$ cat src/rtl/syn_sched_pkg.sv
// syn_sched_pkg: state encoding and default sweep geometry shared by syn_update_sched and syn_addr_gen.
// Optional build macro SYN_UPDATE_SKIP_ZERO_PRE_EN adds the PCHK (pre spike-count check) state.
package syn_sched_pkg;

    localparam int DEF_INPUT_NEURON       = 784;
    localparam int DEF_OUTPUT_NEURON      = 256;
    localparam int DEF_POST_NEUR_PARALLEL = 4;
    localparam int POST_WORDS             = DEF_OUTPUT_NEURON / DEF_POST_NEUR_PARALLEL;
    localparam int DEPTH                  = DEF_INPUT_NEURON * POST_WORDS;
    localparam int LAST_PRE               = DEF_INPUT_NEURON - 1;
    localparam int LAST_POST_WORD         = POST_WORDS - 1;

`ifdef SYN_UPDATE_SKIP_ZERO_PRE_EN
    typedef enum logic [1:0] {IDLE, RD, WR, PCHK} state_t;
`else
    typedef enum logic [1:0] {IDLE, RD, WR} state_t;
`endif

    // Counter width for an index range of n values, never narrower than one bit
    function automatic int idx_width(input int n);
        return (n > 1) ? $clog2(n) : 1;
    endfunction

endpackage

$ cat src/rtl/syn_addr_gen.sv
// syn_addr_gen: nested pre/post_word counters with a linear word-address counter kept in lockstep.
module syn_addr_gen
    import syn_sched_pkg::*;
#(
    parameter int N_PRE  = DEF_INPUT_NEURON,
    parameter int N_PW   = POST_WORDS,
    parameter int PRE_W  = 10,
    parameter int PW_W   = 6,
    parameter int ADDR_W = 16
) (
    input  logic              clk,
    input  logic              rst_n,
    input  logic              clr,
    input  logic              step,
    input  logic              skip,
    output logic [PRE_W-1:0]  pre,
    output logic [PW_W-1:0]   post_word,
    output logic [ADDR_W-1:0] addr,
    output logic              last_pre,
    output logic              last
);

    // step walks one word; skip jumps a whole pre row (post_word is 0 whenever skip is used)
    always_ff @(posedge clk or negedge rst_n) begin
        if (!rst_n) begin
            pre       <= '0;
            post_word <= '0;
            addr      <= '0;
        end else if (clr) begin
            pre       <= '0;
            post_word <= '0;
            addr      <= '0;
        end else if (skip) begin
            pre  <= pre + 1'b1;
            addr <= addr + ADDR_W'(N_PW);
        end else if (step) begin
            addr      <= addr + 1'b1;
            post_word <= (post_word == PW_W'(N_PW - 1)) ? '0 : post_word + 1'b1;
            pre       <= (post_word == PW_W'(N_PW - 1)) ? pre + 1'b1 : pre;
        end
    end

    // End-of-row and end-of-sweep flags
    always_comb begin
        last_pre = pre == PRE_W'(N_PRE - 1);
        last     = last_pre && (post_word == PW_W'(N_PW - 1));
    end

endmodule

$ cat src/rtl/syn_update_sched.sv
// syn_update_sched: read-modify-write sequencer for the FF-STDP weight sweep with word-boundary host arbitration.
// Optional build macro SYN_UPDATE_SKIP_ZERO_PRE_EN skips pre rows whose spike count is zero via a PCHK cycle.
module syn_update_sched
    import syn_sched_pkg::*;
#(
    parameter int INPUT_NEURON         = DEF_INPUT_NEURON,
    parameter int OUTPUT_NEURON        = DEF_OUTPUT_NEURON,
    parameter int POST_NEUR_PARALLEL   = DEF_POST_NEUR_PARALLEL,
    parameter int PRE_NEUR_ADDR_WIDTH  = 10,
    parameter int POST_NEUR_ADDR_WIDTH = 10,
    parameter int SYN_ARRAY_ADDR_WIDTH = 16
) (
    input  logic                            CLK,
    input  logic                            RST_N,
    input  logic                            IS_TRAIN,
    input  logic                            UPDATE_START,
    input  logic [7:0]                      PRE_NEUR_S_CNT,
    input  logic                            HOST_REQ,
    input  logic                            HOST_WE,
    input  logic [SYN_ARRAY_ADDR_WIDTH-1:0] HOST_ADDR,
    output logic                            HOST_GNT,
    output logic                            CTRL_SYNARRAY_CS,
    output logic                            CTRL_SYNARRAY_WE,
    output logic [SYN_ARRAY_ADDR_WIDTH-1:0] CTRL_SYNARRAY_ADDR,
    output logic                            CTRL_GRAD_ARRAY_CS,
    output logic                            CTRL_GRAD_ARRAY_WE,
    output logic [PRE_NEUR_ADDR_WIDTH-1:0]  CTRL_PRE_NEURON_ADDRESS,
    output logic [POST_NEUR_ADDR_WIDTH-1:0] CTRL_POST_NEURON_ADDRESS,
    output logic                            CTRL_TREF_EVENT,
    output logic                            UPDATE_BUSY,
    output logic                            UPDATE_DONE
);

    localparam int N_PW = OUTPUT_NEURON / POST_NEUR_PARALLEL;
    localparam int PW_W = idx_width(N_PW);
`ifdef SYN_UPDATE_SKIP_ZERO_PRE_EN
    localparam state_t ENTRY = PCHK;
`else
    localparam state_t ENTRY = RD;
`endif

    state_t                          state;
    state_t                          wr_next;
    logic                            done_q;
    logic [PRE_NEUR_ADDR_WIDTH-1:0]  pre;
    logic [PW_W-1:0]                 post_word;
    logic [SYN_ARRAY_ADDR_WIDTH-1:0] addr;
    logic                            last_pre;
    logic                            last_word;
    logic                            start;
    logic                            sweep_rd;
    logic                            wr;
    logic                            pchk_zero;
    logic                            fin;
    logic                            clr;
    logic                            step;
    logic                            skip;

    syn_addr_gen #(
        .N_PRE  (INPUT_NEURON),
        .N_PW   (N_PW),
        .PRE_W  (PRE_NEUR_ADDR_WIDTH),
        .PW_W   (PW_W),
        .ADDR_W (SYN_ARRAY_ADDR_WIDTH)
    ) u_addr_gen (
        .clk       (CLK),
        .rst_n     (RST_N),
        .clr       (clr),
        .step      (step),
        .skip      (skip),
        .pre       (pre),
        .post_word (post_word),
        .addr      (addr),
        .last_pre  (last_pre),
        .last      (last_word)
    );

    // Sweep control decode; counters are cleared at start and at sweep end so IDLE shows index 0
    always_comb begin
        start    = (state == IDLE) && UPDATE_START && IS_TRAIN;
        sweep_rd = (state == RD) && !HOST_REQ;
        wr       = state == WR;
`ifdef SYN_UPDATE_SKIP_ZERO_PRE_EN
        pchk_zero = (state == PCHK) && !HOST_REQ && (PRE_NEUR_S_CNT == 8'd0);
        wr_next   = (post_word == PW_W'(N_PW - 1)) ? PCHK : RD;
`else
        pchk_zero = 1'b0;
        wr_next   = RD;
`endif
        fin  = (wr && last_word) || (pchk_zero && last_pre);
        clr  = start || fin;
        step = wr && !last_word;
        skip = pchk_zero && !last_pre;
    end

    // Sweep FSM; UPDATE_DONE is registered so it lands in the first IDLE cycle
    always_ff @(posedge CLK or negedge RST_N) begin
        if (!RST_N) begin
            state  <= IDLE;
            done_q <= 1'b0;
        end else begin
            done_q <= fin;
            case (state)
                IDLE: if (start) state <= ENTRY;
                RD:   if (!HOST_REQ) state <= WR;
                WR:   state <= last_word ? IDLE : wr_next;
`ifdef SYN_UPDATE_SKIP_ZERO_PRE_EN
                PCHK: if (!HOST_REQ) state <= (PRE_NEUR_S_CNT != 8'd0) ? RD : (last_pre ? IDLE : PCHK);
`endif
                default: state <= IDLE;
            endcase
        end
    end

    // SRAM and status outputs; the host may take any cycle except the write-back half of a word
    always_comb begin
        HOST_GNT                 = HOST_REQ && (state != WR);
        CTRL_SYNARRAY_CS         = HOST_GNT || sweep_rd || wr;
        CTRL_SYNARRAY_WE         = HOST_GNT ? HOST_WE : wr;
        CTRL_SYNARRAY_ADDR       = HOST_GNT ? HOST_ADDR : addr;
        CTRL_GRAD_ARRAY_CS       = sweep_rd || wr;
        CTRL_GRAD_ARRAY_WE       = wr;
        CTRL_TREF_EVENT          = wr;
        CTRL_PRE_NEURON_ADDRESS  = pre;
        CTRL_POST_NEURON_ADDRESS = POST_NEUR_ADDR_WIDTH'(int'(post_word) * POST_NEUR_PARALLEL);
        UPDATE_BUSY              = state != IDLE;
        UPDATE_DONE              = done_q;
    end

`ifndef SYN_UPDATE_SKIP_ZERO_PRE_EN
    logic unused_s_cnt;
    assign unused_s_cnt = ^PRE_NEUR_S_CNT;
`endif

endmodule

$ cat config.mk
export PLATFORM = sky130hd
export DESIGN_NAME = syn_update_sched
export DESIGN_NICKNAME = d
export VERILOG_FILES = /design/src/rtl/syn_sched_pkg.sv /design/src/rtl/syn_addr_gen.sv /design/src/rtl/syn_update_sched.sv
export SDC_FILE = /design/constraint.sdc
export NUM_CORES = 1
export LEC_CHECK = 0
export BUFFER_PORTS_ARGS = -buffer_cell sky130_fd_sc_hd__buf_2
export CAP_MARGIN = 20
export CORE_UTILIZATION = 35
export CTS_CLUSTER_DIAMETER = 150
export DETAILED_ROUTE_END_ITERATION = 10
export GPL_TIMING_DRIVEN = 0
export PLACE_DENSITY = 0.63
export SETUP_SLACK_MARGIN = 0.3
export SYNTH_ARGS = -nofsm -noshare
export SYNTH_HDL_FRONTEND = slang
export SYNTH_SLANG_ARGS = --single-unit
$ cat constraint.sdc
create_clock -name CLK -period 2.9 [get_ports CLK]
set_clock_uncertainty 0.2 [all_clocks]
set_input_delay 0.58 -clock CLK [delete_from_list [all_inputs] [get_ports CLK]]
set_output_delay 0.58 -clock CLK [all_outputs]
set_load 0.02 [all_outputs]
## Word level (Yosys, flattened, before mapping)

Cells that the tools add are included.

- Bits in registers: 35
- Input port bits: 30
- Output and inout bits: 44
- Word-level logic and storage cells: 48

- Add/sub/neg operators: 3
- Equal/unequal tests: 7
- Multiplexer cells: 14
- Reductions and logical operators: 19

Operators with widths:

| kind | count |
|---|---|
| two-way mux 16 bit | 3 |
| two-way mux 10 bit | 3 |
| two-way mux 6 bit | 3 |
| adder 16 x 1 -> 16 bit, second input constant | 1 |
| adder 10 x 1 -> 10 bit, second input constant | 1 |
| equality test 10 bit, second input constant | 1 |
| logical AND 1 bit | 7 |
| adder 6 x 1 -> 6 bit, second input constant | 1 |
| equality test 6 bit, second input constant | 1 |
| inequality test 2 bit, second input constant | 3 |
| case mux 2 bit (3 select lines) | 1 |
| nonzero test 2 bit | 3 |
| logical OR 1 bit | 4 |
| two-way mux 2 bit | 2 |
| AND reduction 2 bit | 2 |
| equality test 2 x 1 -> 1 bit, second input constant | 1 |
| equality test 2 bit, second input constant | 1 |
| logical NOT 1 bit | 2 |
| logical NOT 2 bit | 1 |
| two-way mux 1 bit | 2 |

## Logic depth before layout (Yosys ltp)

Gate-level depths: netlist of the first run.

- Word-level depth: 6
- Gate-level depth with buffers: 6

## By module

From an unflattened synthesis of the first run, not the netlist that was laid out.

- Cell total of the unflattened synthesis: 226
- Area total of the unflattened synthesis: 2194.6 um^2

By module, submodules not included:

| module | times used | cells an instance | area an instance (um^2) | sequential area each (um^2) |
|---|---|---|---|---|
| syn_addr_gen | 1 | 180 | 1714.1 | 800.8 |
| syn_update_sched | 1 | 46 | 480.5 | 75.1 |

## Least setup slack after synthesis of the first run

Ideal clock, no wire load.

- Path type: register -> output
- Start: reg state[0]
- End: out CTRL_SYNARRAY_ADDR[10]
- Arrival time: 1.498 ns
- Path slack: 0.622 ns
- Stages on the path, launching flop included: 6
- Path buffers: 1
- Cells stage by stage: dfrtp_1 > clkinv_1 > nand2_1 > nand2_1 > buf_2 > mux2_2

- Cells in the longest elaborated chain, start to end: 3

Ends and longest elaborated chain:

| what | RTL line | text |
|---|---|---|
| start: declaration | syn_update_sched.sv:42 | `state_t state;` |
| start signal: assignment | syn_update_sched.sv:106 | `WR: state <= last_word ? IDLE : wr_next;` |
| inequality test 2 bit | syn_update_sched.sv:117 | `HOST_GNT = HOST_REQ && (state != WR);` |
| logical AND 1 bit | syn_update_sched.sv:117 |  |
| two-way mux 16 bit | syn_update_sched.sv:120 | `CTRL_SYNARRAY_ADDR = HOST_GNT ? HOST_ADDR : addr;` |
| end: declaration | syn_update_sched.sv:24 | `output logic [SYN_ARRAY_ADDR_WIDTH-1:0] CTRL_SYNARRAY_ADDR,` |

No other way between the ends.

## Worst setup path in the final report of the first run

- Start: reg state[0]
- End: out CTRL_SYNARRAY_ADDR[8]

The elaborated chain is that of the path after synthesis.

==> summary.md, run 1 <==
| Metric | Value |
|---|---|
| Status | `completed` |
| Post-synthesis cell count | `225` |
| Yosys warns | `0` |
| Initial Util | `~37%` |
| Rows | `27` |
| Pre-CTS WS | `~170 ps` |
| Max-slew violations | `0` |
| Setup CP Type | `register to output port` |
| Synth Area per Inst | `a little over 9 µm²` |
| Post-synth top area share | `roughly two fifths` |
| Arrival time worst endpoint | `~1700 ps` |
| Post-synth cell types | `40` |
| Achievable frequency | `~0.4 GHz` |
| H-Tree Depth | `2` |
| Clock transition at the registers of the reported paths | `80 ps` |
| Fillers | `approximately 570` |
| P_sw | `a little under 600 µW` |
| Logic pwr share | `37.5%` |
| Vias in the first global route | `1736` |
| Hpwl dp | `3690 µm` |
| Slew HR | `about 47%` |
| Switching share of total power | `between 30% and 40%` |
| Placer Congestion | `approximately 0.82` |
| Leak | `1.29 nW` |
| Yosys top cell by area | `dfrtp_1` |
| Die area | `0.00631 mm²` |
| Most frequent cell after synthesis | `dfrtp_1` |
| Synth Cell Area | `between 0.002 and 0.0025 mm²` |
| Wirelength per Cell | `roughly 14 µm` |
| Crit Path Max Fanout | `10` |
| WL final | `5070 µm` |
| Via count | `approximately 2000` |
| Bufs on Longest Clock Path | `2` |
| Most area-consuming cells after synthesis | `dfrtp_1 (42%), mux2_2 (8.6%), nand2_1 (5.2%)` |
| Diodes inserted | `0` |
| Remaining global-route overflow | `0` |
| Max stage delay on crit path | `about 440 ps` |
| P per Cell Area | `between 500 and 600 mW/mm²` |
| # IOs | `74` |
| Iteration-0 DRC Markers | `a little over 100` |
| Ys flop type | `dfrtp_1` |
| Worst-Skew Late Latency | `between 200 and 300 ps` |
| Post-synthesis sequential area ratio | `41.8%` |
| Setup WS post-layout | `approximately 400 ps` |
| Dpl cells | `361` |
| Die height | `79.4 µm` |
| Setup crit start kind | `register` |
| Post-synth EDFFs | `0` |
| Core area | `approximately 0.0056 mm²` |
| Final setup viols | `0` |
| Layout net count | `between 300 and 400` |
| Post-layout minimum cycle time | `~2500 ps` |
| Internal | `about 930 µW` |
| Root Buffer | `clkbuf_8` |
| Commonest cells in the synthesized netlist | `dfrtp_1 (35), nand2_1 (29), mux2_2 (16)` |
| CTS tree | `yes` |
| Final Cycle Share | `86.4%` |
| TritonRoute pass-1 iters | `4` |
| VDD IR max | `0.000394 V` |
| Layout area overhead | `26.2%` |
| Hold Path Class | `input port to asynchronous set/reset pin` |
| Fin cells | `approximately 370` |
| Largest net degree at the start of global routing | `36` |
| Global-route wire length before repair | `between 8000 and 9000 µm` |
| Final Hold Fails | `0` |
| Crit path max-delay cell type | `dfrtp_2` |
| Reg power frac | `39.4%` |
| Setup TNS | `0 ps` |
| Via density | `about 5.3` |
| Slew @ Worst Pin | `794 ps` |
| Antenna violations before repair | `0` |
| GRT Overall Usage | `between 15 and 20%` |
| DIE WIDTH | `79.4 µm` |
| Count of input and output buffers | `between 60 and 70` |
| Crit. End Element | `output port` |
| DRC errors left | `0` |
| TritonCTS Buffers | `5` |
| Unrepaired setup endpoints after global routing | `no` |
| Final ANT Viol Nets | `0` |
| Fraction of layout cells with a size suffix above 1 | `between 30% and 40%` |
| Flops & latches, synth | `35` |
| Clock share of power | `23.1%` |
| Max Cap Violations | `0` |
| Crit-path cells | `inv_4 -> nand2_2 -> nand2_4 -> buf_6 -> mux2_2 -> buf_2` |
| Async S/R FF share, synth | `between 90% and 100%` |
| WP data required | `2120 ps` |
| Clock sink count | `35` |
==> final cells by class <==
type	count	area [µm²]	area share [%]
clock inverters	2	12.5	0.473
flip-flops and latches	35	877	33.1
plain buffers	12	82.6	3.12
inverters	3	13.8	0.520
well taps	72	90.1	3.40
multi-input cells	178	1150	43.6
repair buffers	66	343	13.0
clock buffers	6	72.6	2.74
==> routing by layer <==
layer	global-route usage, %	wire length [µm]	up-vias
met5	0	0	-
met4	4.18	24	0
met3	3.43	305	2
met2	26.4	2390	70
met1	23.4	2350	940
li1	-	-	971
==> kinds of logic (layout without fill, tap and decap cells) <==
| family | Yosys count | after routing | share of synthesized area, % |
|---|---|---|---|
| AO/OA/AOI/OAI | 42 | 42 | 12.3 |
| XOR/XNOR | 11 | 11 | 4.59 |
| adder cells (fa/ha/maj) | 3 | 3 | 1.79 |
| buffers and inverters | 15 | 89 | 4.18 |
| flip-flops | 35 | 35 | 41.8 |
| multiplexers | 17 | 17 | 9.07 |
| other | 1 | 4 | 0.179 |
| AND/OR/NAND/NOR | 101 | 101 | 26.1 |
==> placed cells by master (no fill, tap or decap), types with 2 or more instances in the layout <==
master	count
a21oi_1	14
a22o_1	3
and3_1	5
and4_1	5
buf_2	64
buf_4	10
buf_6	2
clkbuf_1	3
clkbuf_8	5
conb_1	4
dfrtp_1	34
ha_1	3
inv_1	2
mux2_2	16
nand2_1	27
nand3_1	10
nand4_1	7
nor2_1	15
nor3_1	3
nor4_1	3
nor4b_1	2
o211ai_1	3
o21ai_0	9
o21ai_1	3
o31ai_1	5
or2_2	2
or3_1	10
or4_1	6
xnor2_1	7
xor2_1	4
==> sequential cells by signal, summed over array words and instances (netlist names) <==
| name | count |
|---|---|
| u_addr_gen.pre | 10 |
| UPDATE_DONE | 1 |
| u_addr_gen.post_word | 6 |
| state | 2 |
| u_addr_gen.addr | 16 |
==> critical path: cells and delay by family (launching register included) <==
| kind | cells | cell delay, ps |
|---|---|---|
| buffers and inverters | 3 | 430 |
| DFF | 1 | 440 |
| muxes | 1 | 340 |
| and+or+nand+nor | 2 | 240 |
==> worst paths after layout <==
check / startpoint / end / slack (ps) / cells after the start
worst max-delay path: state[0] / CTRL_SYNARRAY_ADDR[8] / 400 / 6
worst min-delay path: RST_N / u_addr_gen.pre[4] / 170 / 1
worst max register to register: u_addr_gen.pre[4] / u_addr_gen.addr[0] / 670 / 5
worst min register to register: u_addr_gen.addr[15] / u_addr_gen.addr[15] / 350 / 2
max in group asynchronous: RST_N / state[0] / 1760 / 1
min in group CLK: u_addr_gen.addr[15] / u_addr_gen.addr[15] / 350 / 2
==> power groups by stage <==
stage / sequential (mW) / combinational, mW / clock, mW
finish: 0.596 / 0.568 / 0.350
global route: 0.607 / 0.620 / 0.379
CTS: 0.594 / 0.556 / 0.359
detailed placement: 0.602 / 0.542 / 0
global placement: 0.601 / 0.533 / 0
floorplan: 0.617 / 0.350 / 0
==> timing repair <==
| item | in CTS | in global routing |
|---|---|---|
| setup buffers | 0 | 5 |
| hold buffers | 0 | 0 |
| endpoints found under the setup margin | 17 | 9 |
| gates resized for setup | 6 | 2 |
| hold endpoints to repair | 0 | 0 |
| pin swaps | 0 | 1 |
==> per-stage QoR <==
| step | utilization (%) | instance area, µm² | total power [mW] | hold slack (ps) |
|---|---|---|---|---|
| floorplan | - | 2110 | 0.967 | 84.4 |
| global placement | 44.4 | 2500 | 1.13 | 330 |
| detailed placement | 44.4 | 2500 | 1.14 | 348 |
| CTS | 46.2 | 2610 | 1.51 | 202 |
| global route | 46.9 | 2650 | 1.61 | 235 |
| finish | 46.9 | 2650 | 1.51 | 169 |
Power figures use the tool's default switching activity.
==> run 2, diff against run 1 <==
Settings changed: CORE_ASPECT_RATIO set to 0.8, REMOVE_ABC_BUFFERS set to 1.
Clock period 2.9 ns to 3.23 ns, I/O delays scaled along.
==> run 2 against run 1 <==
Net effect:
- combinational power fell by 22%
- register-to-register slack improved by 70 ps
- clock power rose by 19%
- largest power group unchanged
==> summary.md, run 2 (synthesized netlist as in run 1, its figures left out) <==
| Metric | Value |
|---|---|
| Status | `completed` |
| Largest register FFs | `16 (unchanged)` |
| WHS | `235 ps (+66.0 ps)` |
| Leak | `1.23 nW (-4.4%)` |
| Buffer count from post-CTS setup fixing | `0 (unchanged)` |
| Post_cts resized | `3 (-3)` |
| Die area | `0.00631 mm² (about the same)` |
| Remaining global-route overflow | `0 (unchanged)` |
| Crit-path cells | `clkinv_2 -> nand2_1 -> nand2_4 -> mux2_2 -> buf_2` |
| Bufs on Longest Clock Path | `2 (unchanged)` |
| # IOs | `74 (unchanged)` |
| Setup TNS | `0 ps (unchanged)` |
| Crit Path Max Fanout | `17 (+7)` |
| Max stage delay on crit path | `500 ps (+60 ps)` |
| Setup crit start kind | `register` |
| Crit. End Element | `output port` |
| Dpl cells | `355 (-1.7%)` |
| CP Buf/Inv Count | `2 (-1)` |
| Hpwl dp | `3560 µm (-3.6%)` |
| Crit path max-delay cell type | `dfrtp_2` |
| Fillers | `568 (+0.18%)` |
| DIE WIDTH | `88.5 µm (+12%)` |
| Setup CP Type | `register to output port` |
| VDD IR max | `0.000199 V (-49%)` |
| CTS tree | `yes` |
| Biggest register | `u_addr_gen.addr` |
| Final ANT Viol Nets | `0 (unchanged)` |
| Fraction of layout cells with a size suffix above 1 | `32.6% (-2.8 points)` |
| Commonest non-fill, non-tap cell in the layout | `buf_2` |
| Rows | `24 (-11%)` |
| Vias in the first global route | `1737 (+0.058%)` |
| P per Cell Area | `553 mW/mm² (-3.4%)` |
| Post-layout minimum cycle time | `2760 ps` |
| Slew @ Worst Pin | `862 ps (+67.9 ps)` |
| Stages on worst setup path | `5 (-1)` |
| Register-to-Register Path Depth | `5 (unchanged)` |
| FF+latch area | `877 µm² (unchanged)` |
| Placer Congestion | `0.802 (-1.8%)` |
| Via density | `5.20 (-1.9%)` |
| Post-placement cell area | `0.00244 mm² (-2.6%)` |
| Hold Path Class | `input port to asynchronous set/reset pin` |
| Hold Buf Count CTS | `0 (unchanged)` |
| Design Area, Final | `0.00257 mm² (-3.0%)` |
| CP top delay family | `flip-flops` |
| Initial Util | `37.3% (+0.17 points)` |
| Global-route wire length before repair | `8340 µm (+0.17%)` |
| Worst-Skew Late Latency | `290 ps (about the same)` |
| Commonest cells after routing, fill and taps aside | `buf_2 (61), dfrtp_1 (34), nand2_1 (28)` |
| Antenna violations before repair | `0 (unchanged)` |
| Area of the multi-input gates | `0.00116 mm² (+0.11%)` |
| Iteration-0 DRC Markers | `77 (-24%)` |
| TritonCTS Buffers | `5 (unchanged)` |
| Largest registers | `u_addr_gen.addr: 16 flops, u_addr_gen.pre: 10 flops, u_addr_gen.post_word: 6 flops` |
| Max Cap Violations | `0 (unchanged)` |
| WL final | `5010 µm (-1.0%)` |
| Achievable frequency | `roughly 0.36 GHz` |
| Wirelength per Cell | `13.8 µm (+2.0%)` |
| Final Hold Fails | `0 (unchanged)` |
| Layout area overhead | `22.4%` |
| Layout net count | `317 (-5.1%)` |
| Fin cells | `363 (-2.9%)` |
| Slew HR | `42.6% (-4.5 points)` |
| Count of input and output buffers | `61 (unchanged)` |
| Clock transition at the registers of the reported paths | `80 ps (about the same)` |
| DRC errors left | `0 (unchanged)` |
| Root Buffer | `clkbuf_8` |
| GRT Overall Usage | `17.2% (+0.45 points)` |
| Diodes inserted | `0 (unchanged)` |
| TritonRoute pass-1 iters | `4 (unchanged)` |
| Arrival time worst endpoint | `1910 ps (+190 ps)` |
| Final Cycle Share | `85.4%` |
| Unrepaired setup endpoints after global routing | `no` |
| WP data required | `2380 ps (+260 ps)` |
| Via count | `1888 (-4.8%)` |
| Max-slew violations | `0 (unchanged)` |
| Final setup viols | `0 (unchanged)` |
| Largest net degree at the start of global routing | `36 (unchanged)` |
| Clock sink count | `35 (unchanged)` |
| Die height | `71.2 µm (-10%)` |
| Core area | `0.00562 mm² (-0.47%)` |
| H-Tree Depth | `2 (unchanged)` |
run 2: final timing paths:
path	from	endpoint	slack [ps]
worst min-delay path	RST_N	u_addr_gen.pre[0]	230
worst max register to register	u_addr_gen.post_word[0]	u_addr_gen.pre[3]	740
max in group asynchronous	RST_N	state[0]	2040
worst max-delay path	state[0]	CTRL_SYNARRAY_ADDR[0]	470
worst min register to register	u_addr_gen.addr[15]	u_addr_gen.addr[15]	360
min in group CLK	u_addr_gen.addr[15]	u_addr_gen.addr[15]	360
run 2: report_power, final:
group	internal, mW	leakage [nW]	switching [mW]
combinational	0.168	0.701	0.274
clock	0.250	0.0612	0.168
sequential	0.482	0.467	0.0767
run 2: final cells by class:
cell class                 count  area share [%]
clock buffer                   6            3.22
clock inverter                 2            1.37
inverter                       3           0.488
multi-input combinational    178            45.1
sequential                    35            34.2
tap                           78            3.80
timing repair buffer          61            11.9
run 2: per-layer routing:
| metal | GRT usage (%) | wire (µm) | up-vias |
|---|---|---|---|
| met1 | 25.2 | 2620 | 898 |
| met4 | 5.91 | 69 | 0 |
| met3 | 3.57 | 188 | 7 |
| li1 | - | - | 939 |
| met2 | 25.2 | 2140 | 44 |
| met5 | 0 | 0 | - |
run 2: metrics by stage:
stage | power, mW | worst slack [ps] | utilization, %
after floorplan | 0.843 | 742 | -
after global placement | 0.999 | 207 | 43.4
final | 1.42 | 472 | 45.7
after global routing | 1.50 | 348 | 45.7
after CTS | 1.43 | 336 | 45.6
after detailed placement | 1.00 | 136 | 43.4
run 2: worst register-to-register path, stage by stage (launching register included):
cell	delay (ps)
dfrtp_1	450
ha_1	220
and3_1	210
nand2_1	250
o21ai_2	780
o21ai_0	220
==> run 3, diff against run 2 <==
Settings changed: CORE_MARGIN set to 2.
==> run 3 against run 2 <==
Net effect:
- critical path depth did not move
- sequential cell count unchanged
- clock-buffer cell count grew 1
- critical path type unchanged
- critical endpoint is now CTRL_SYNARRAY_CS
- highest routed layer unchanged
==> summary.md, run 3 (synthesized netlist as in run 1, its figures left out) <==
| Metric | Value |
|---|---|
| Final ANT Viol Nets | `0 (unchanged)` |
| Max Cap Violations | `0 (unchanged)` |
| Global-route wire length before repair | `8440 µm (+1.2%)` |
| Via count | `1930 (+2.2%)` |
| Diodes inserted | `0 (unchanged)` |
| Largest register FFs | `16 (unchanged)` |
| Worst-Skew Late Latency | `280 ps (about the same)` |
| Root Buffer | `clkbuf_8` |
| Layout area overhead | `21.5%` |
| Max stage delay on crit path | `480 ps (-20 ps)` |
| H-Tree Depth | `2 (unchanged)` |
| Crit-path cells | `clkinv_2 -> nand2_1 -> inv_1 -> or3_1 -> buf_2` |
| Setup CP Type | `register to output port` |
| Antenna violations before repair | `0 (unchanged)` |
| Max-slew violations | `0 (unchanged)` |
| Total power | `1.31 mW (-7.6%)` |
| Rows | `25 (+4.2%)` |
| Hold Path Class | `input port to asynchronous set/reset pin` |
| Final setup viols | `0 (unchanged)` |
| VDD IR max | `0.000288 V (+45%)` |
| WL final | `5120 µm (+2.1%)` |
| Slew @ Worst Pin | `788 ps (-73.1 ps)` |
| Final Cycle Share | `84.7% (-0.68 points)` |
| Commonest cells after routing, fill and taps aside | `buf_2 (61), dfrtp_1 (34), nand2_1 (28)` |
| Arrival time worst endpoint | `1890 ps (-20 ps)` |
| Status | `completed` |
| P per Cell Area | `515 mW/mm² (-6.9%)` |
| Clock transition at the registers of the reported paths | `70 ps (about the same)` |
| Count of input and output buffers | `61 (unchanged)` |
| Reg2Reg Capture Point | `u_addr_gen.addr[12]` |
| TritonRoute pass-1 iters | `4 (unchanged)` |
| Post-layout minimum cycle time | `2740 ps (-21.8 ps)` |
| Final Hold Fails | `0 (unchanged)` |
| Clock sink count | `35 (unchanged)` |
| DIE WIDTH | `90.5 µm (+2.3%)` |
| Die height | `73.2 µm (+2.8%)` |
| Register-to-Register Path Depth | `5 (unchanged)` |
| Initial Util | `35.9% (-1.5 points)` |
| Largest registers | `u_addr_gen.addr: 16 flops, u_addr_gen.pre: 10 flops, u_addr_gen.post_word: 6 flops` |
| Die area | `0.00663 mm² (+5.1%)` |
| Wirelength per Cell | `14.0 µm (+1.0%)` |
| # IOs | `74 (unchanged)` |
| Fillers | `606 (+6.7%)` |
| R2r startpoint | `u_addr_gen.addr[0]` |
| Crit Path Max Fanout | `13 (-4)` |
| Hpwl dp | `3780 µm (+6.4%)` |
| Slew HR | `47.4% (+4.9 points)` |
| Crit. End Element | `output port` |
| Crit path max-delay cell type | `dfrtp_2` |
| Bufs on Longest Clock Path | `2 (unchanged)` |
| WP data required | `2380 ps (about the same)` |
| Core area | `0.00585 mm² (+4.2%)` |
| Vias in the first global route | `1745 (+0.46%)` |
| Commonest non-fill, non-tap cell in the layout | `buf_2` |
| Via density | `5.26 (+1.1%)` |
| Biggest register | `u_addr_gen.addr` |
| Unrepaired setup endpoints after global routing | `no` |
| TritonCTS Buffers | `5 (unchanged)` |
| Setup TNS | `0 ps (unchanged)` |
| Placer Congestion | `0.744 (-7.3%)` |
| Achievable frequency | `0.365 GHz (+0.80%)` |
| Remaining global-route overflow | `0 (unchanged)` |
| Reg2reg setup slack | `1120 ps (+380 ps)` |
| CTS tree | `yes` |
| Largest net degree at the start of global routing | `36 (unchanged)` |
| Layout net count | `318 (+0.32%)` |
| Iteration-0 DRC Markers | `88 (+14%)` |
| Buffer count from post-CTS setup fixing | `0 (unchanged)` |
| Fraction of layout cells with a size suffix above 1 | `32.2% (-0.46 points)` |
| Setup crit start kind | `register` |
| DRC errors left | `0 (unchanged)` |
| Leak | `1.22 nW (-0.95%)` |
| GRT Overall Usage | `16.0% (-1.2 points)` |
| Hold Buf Count CTS | `0 (unchanged)` |
## run 3: cell types whose count changed in the layout (fill, tap and decap cells not counted)
| cell | change |
|---|---|
| clkbuf_8 | -1 |
| buf_8 | +1 |
| bufinv_16 | -1 |
| clkbuf_1 | +2 |
## run 3: layout make-up
type | count | area [µm²] | share of cell area (%)
Timing Repair Buffer | 62 | 320 | 12.6
Clock buffer | 7 | 76.3 | 2.99
Inverter | 3 | 12.5 | 0.491
Multi-Input combinational cell | 178 | 1160 | 45.4
Sequential cell | 35 | 877 | 34.4
Tap cell | 81 | 101 | 3.98
Clock inverter | 1 | 5.00 | 0.196
## run 3: worst max-delay path by stage
stage | from | endpoint | depth (start not counted)
after floorplan | state[0] | CTRL_SYNARRAY_ADDR[0] | 4
after global placement | u_addr_gen.post_word[0] | u_addr_gen.pre[1] | 5
after detailed placement | state[0] | CTRL_SYNARRAY_ADDR[2] | 5
after CTS | state[0] | CTRL_SYNARRAY_ADDR[2] | 5
after global routing | state[0] | CTRL_SYNARRAY_CS | 5
final | state[0] | CTRL_SYNARRAY_CS | 5
## run 3: through the flow
stage	hold WS, ps	util [%]	worst slack [ps]	std cells	cell area (µm²)
finish	232	43.6	493	367	2550
global route	313	43.6	326	367	2550
CTS	278	43.5	390	367	2540
detailed placement	332	42.0	231	359	2460
global placement	340	41.7	174	358	2440
floorplan	150	-	742	216	2030
## run 3: report_power, final
| group | leakage, nW | total, mW | switching (mW) | internal, mW |
|---|---|---|---|---|
| sequential | 0.467 | 0.555 | 0.0726 | 0.482 |
| combinational | 0.708 | 0.451 | 0.278 | 0.174 |
| clock | 0.0422 | 0.305 | 0.154 | 0.151 |
## run 3: critical path: cells and delay by family (launching register included)
family / cells / cell delay, ps
flops: 1 / 480
buf+inv: 3 / 500
simple gates: 2 / 640
## run 3: repair_timing
| action | 4_1_cts | 5_1_grt |
|---|---|---|
| endpoints found under the hold margin | 0 | 0 |
| endpoints found under the setup margin | 18 | 16 |
| resized for setup | 3 | 1 |
| pin swaps | 0 | 0 |
## run 3: per-layer routing
layer  vias to the layer above  wire (µm)  track usage [%]
li1                        951          -                -
met1                       929       2580             23.0
met2                        48       2280             24.5
met3                         2        234             3.41
met4                         0         23             4.27
met5                         -          0                0
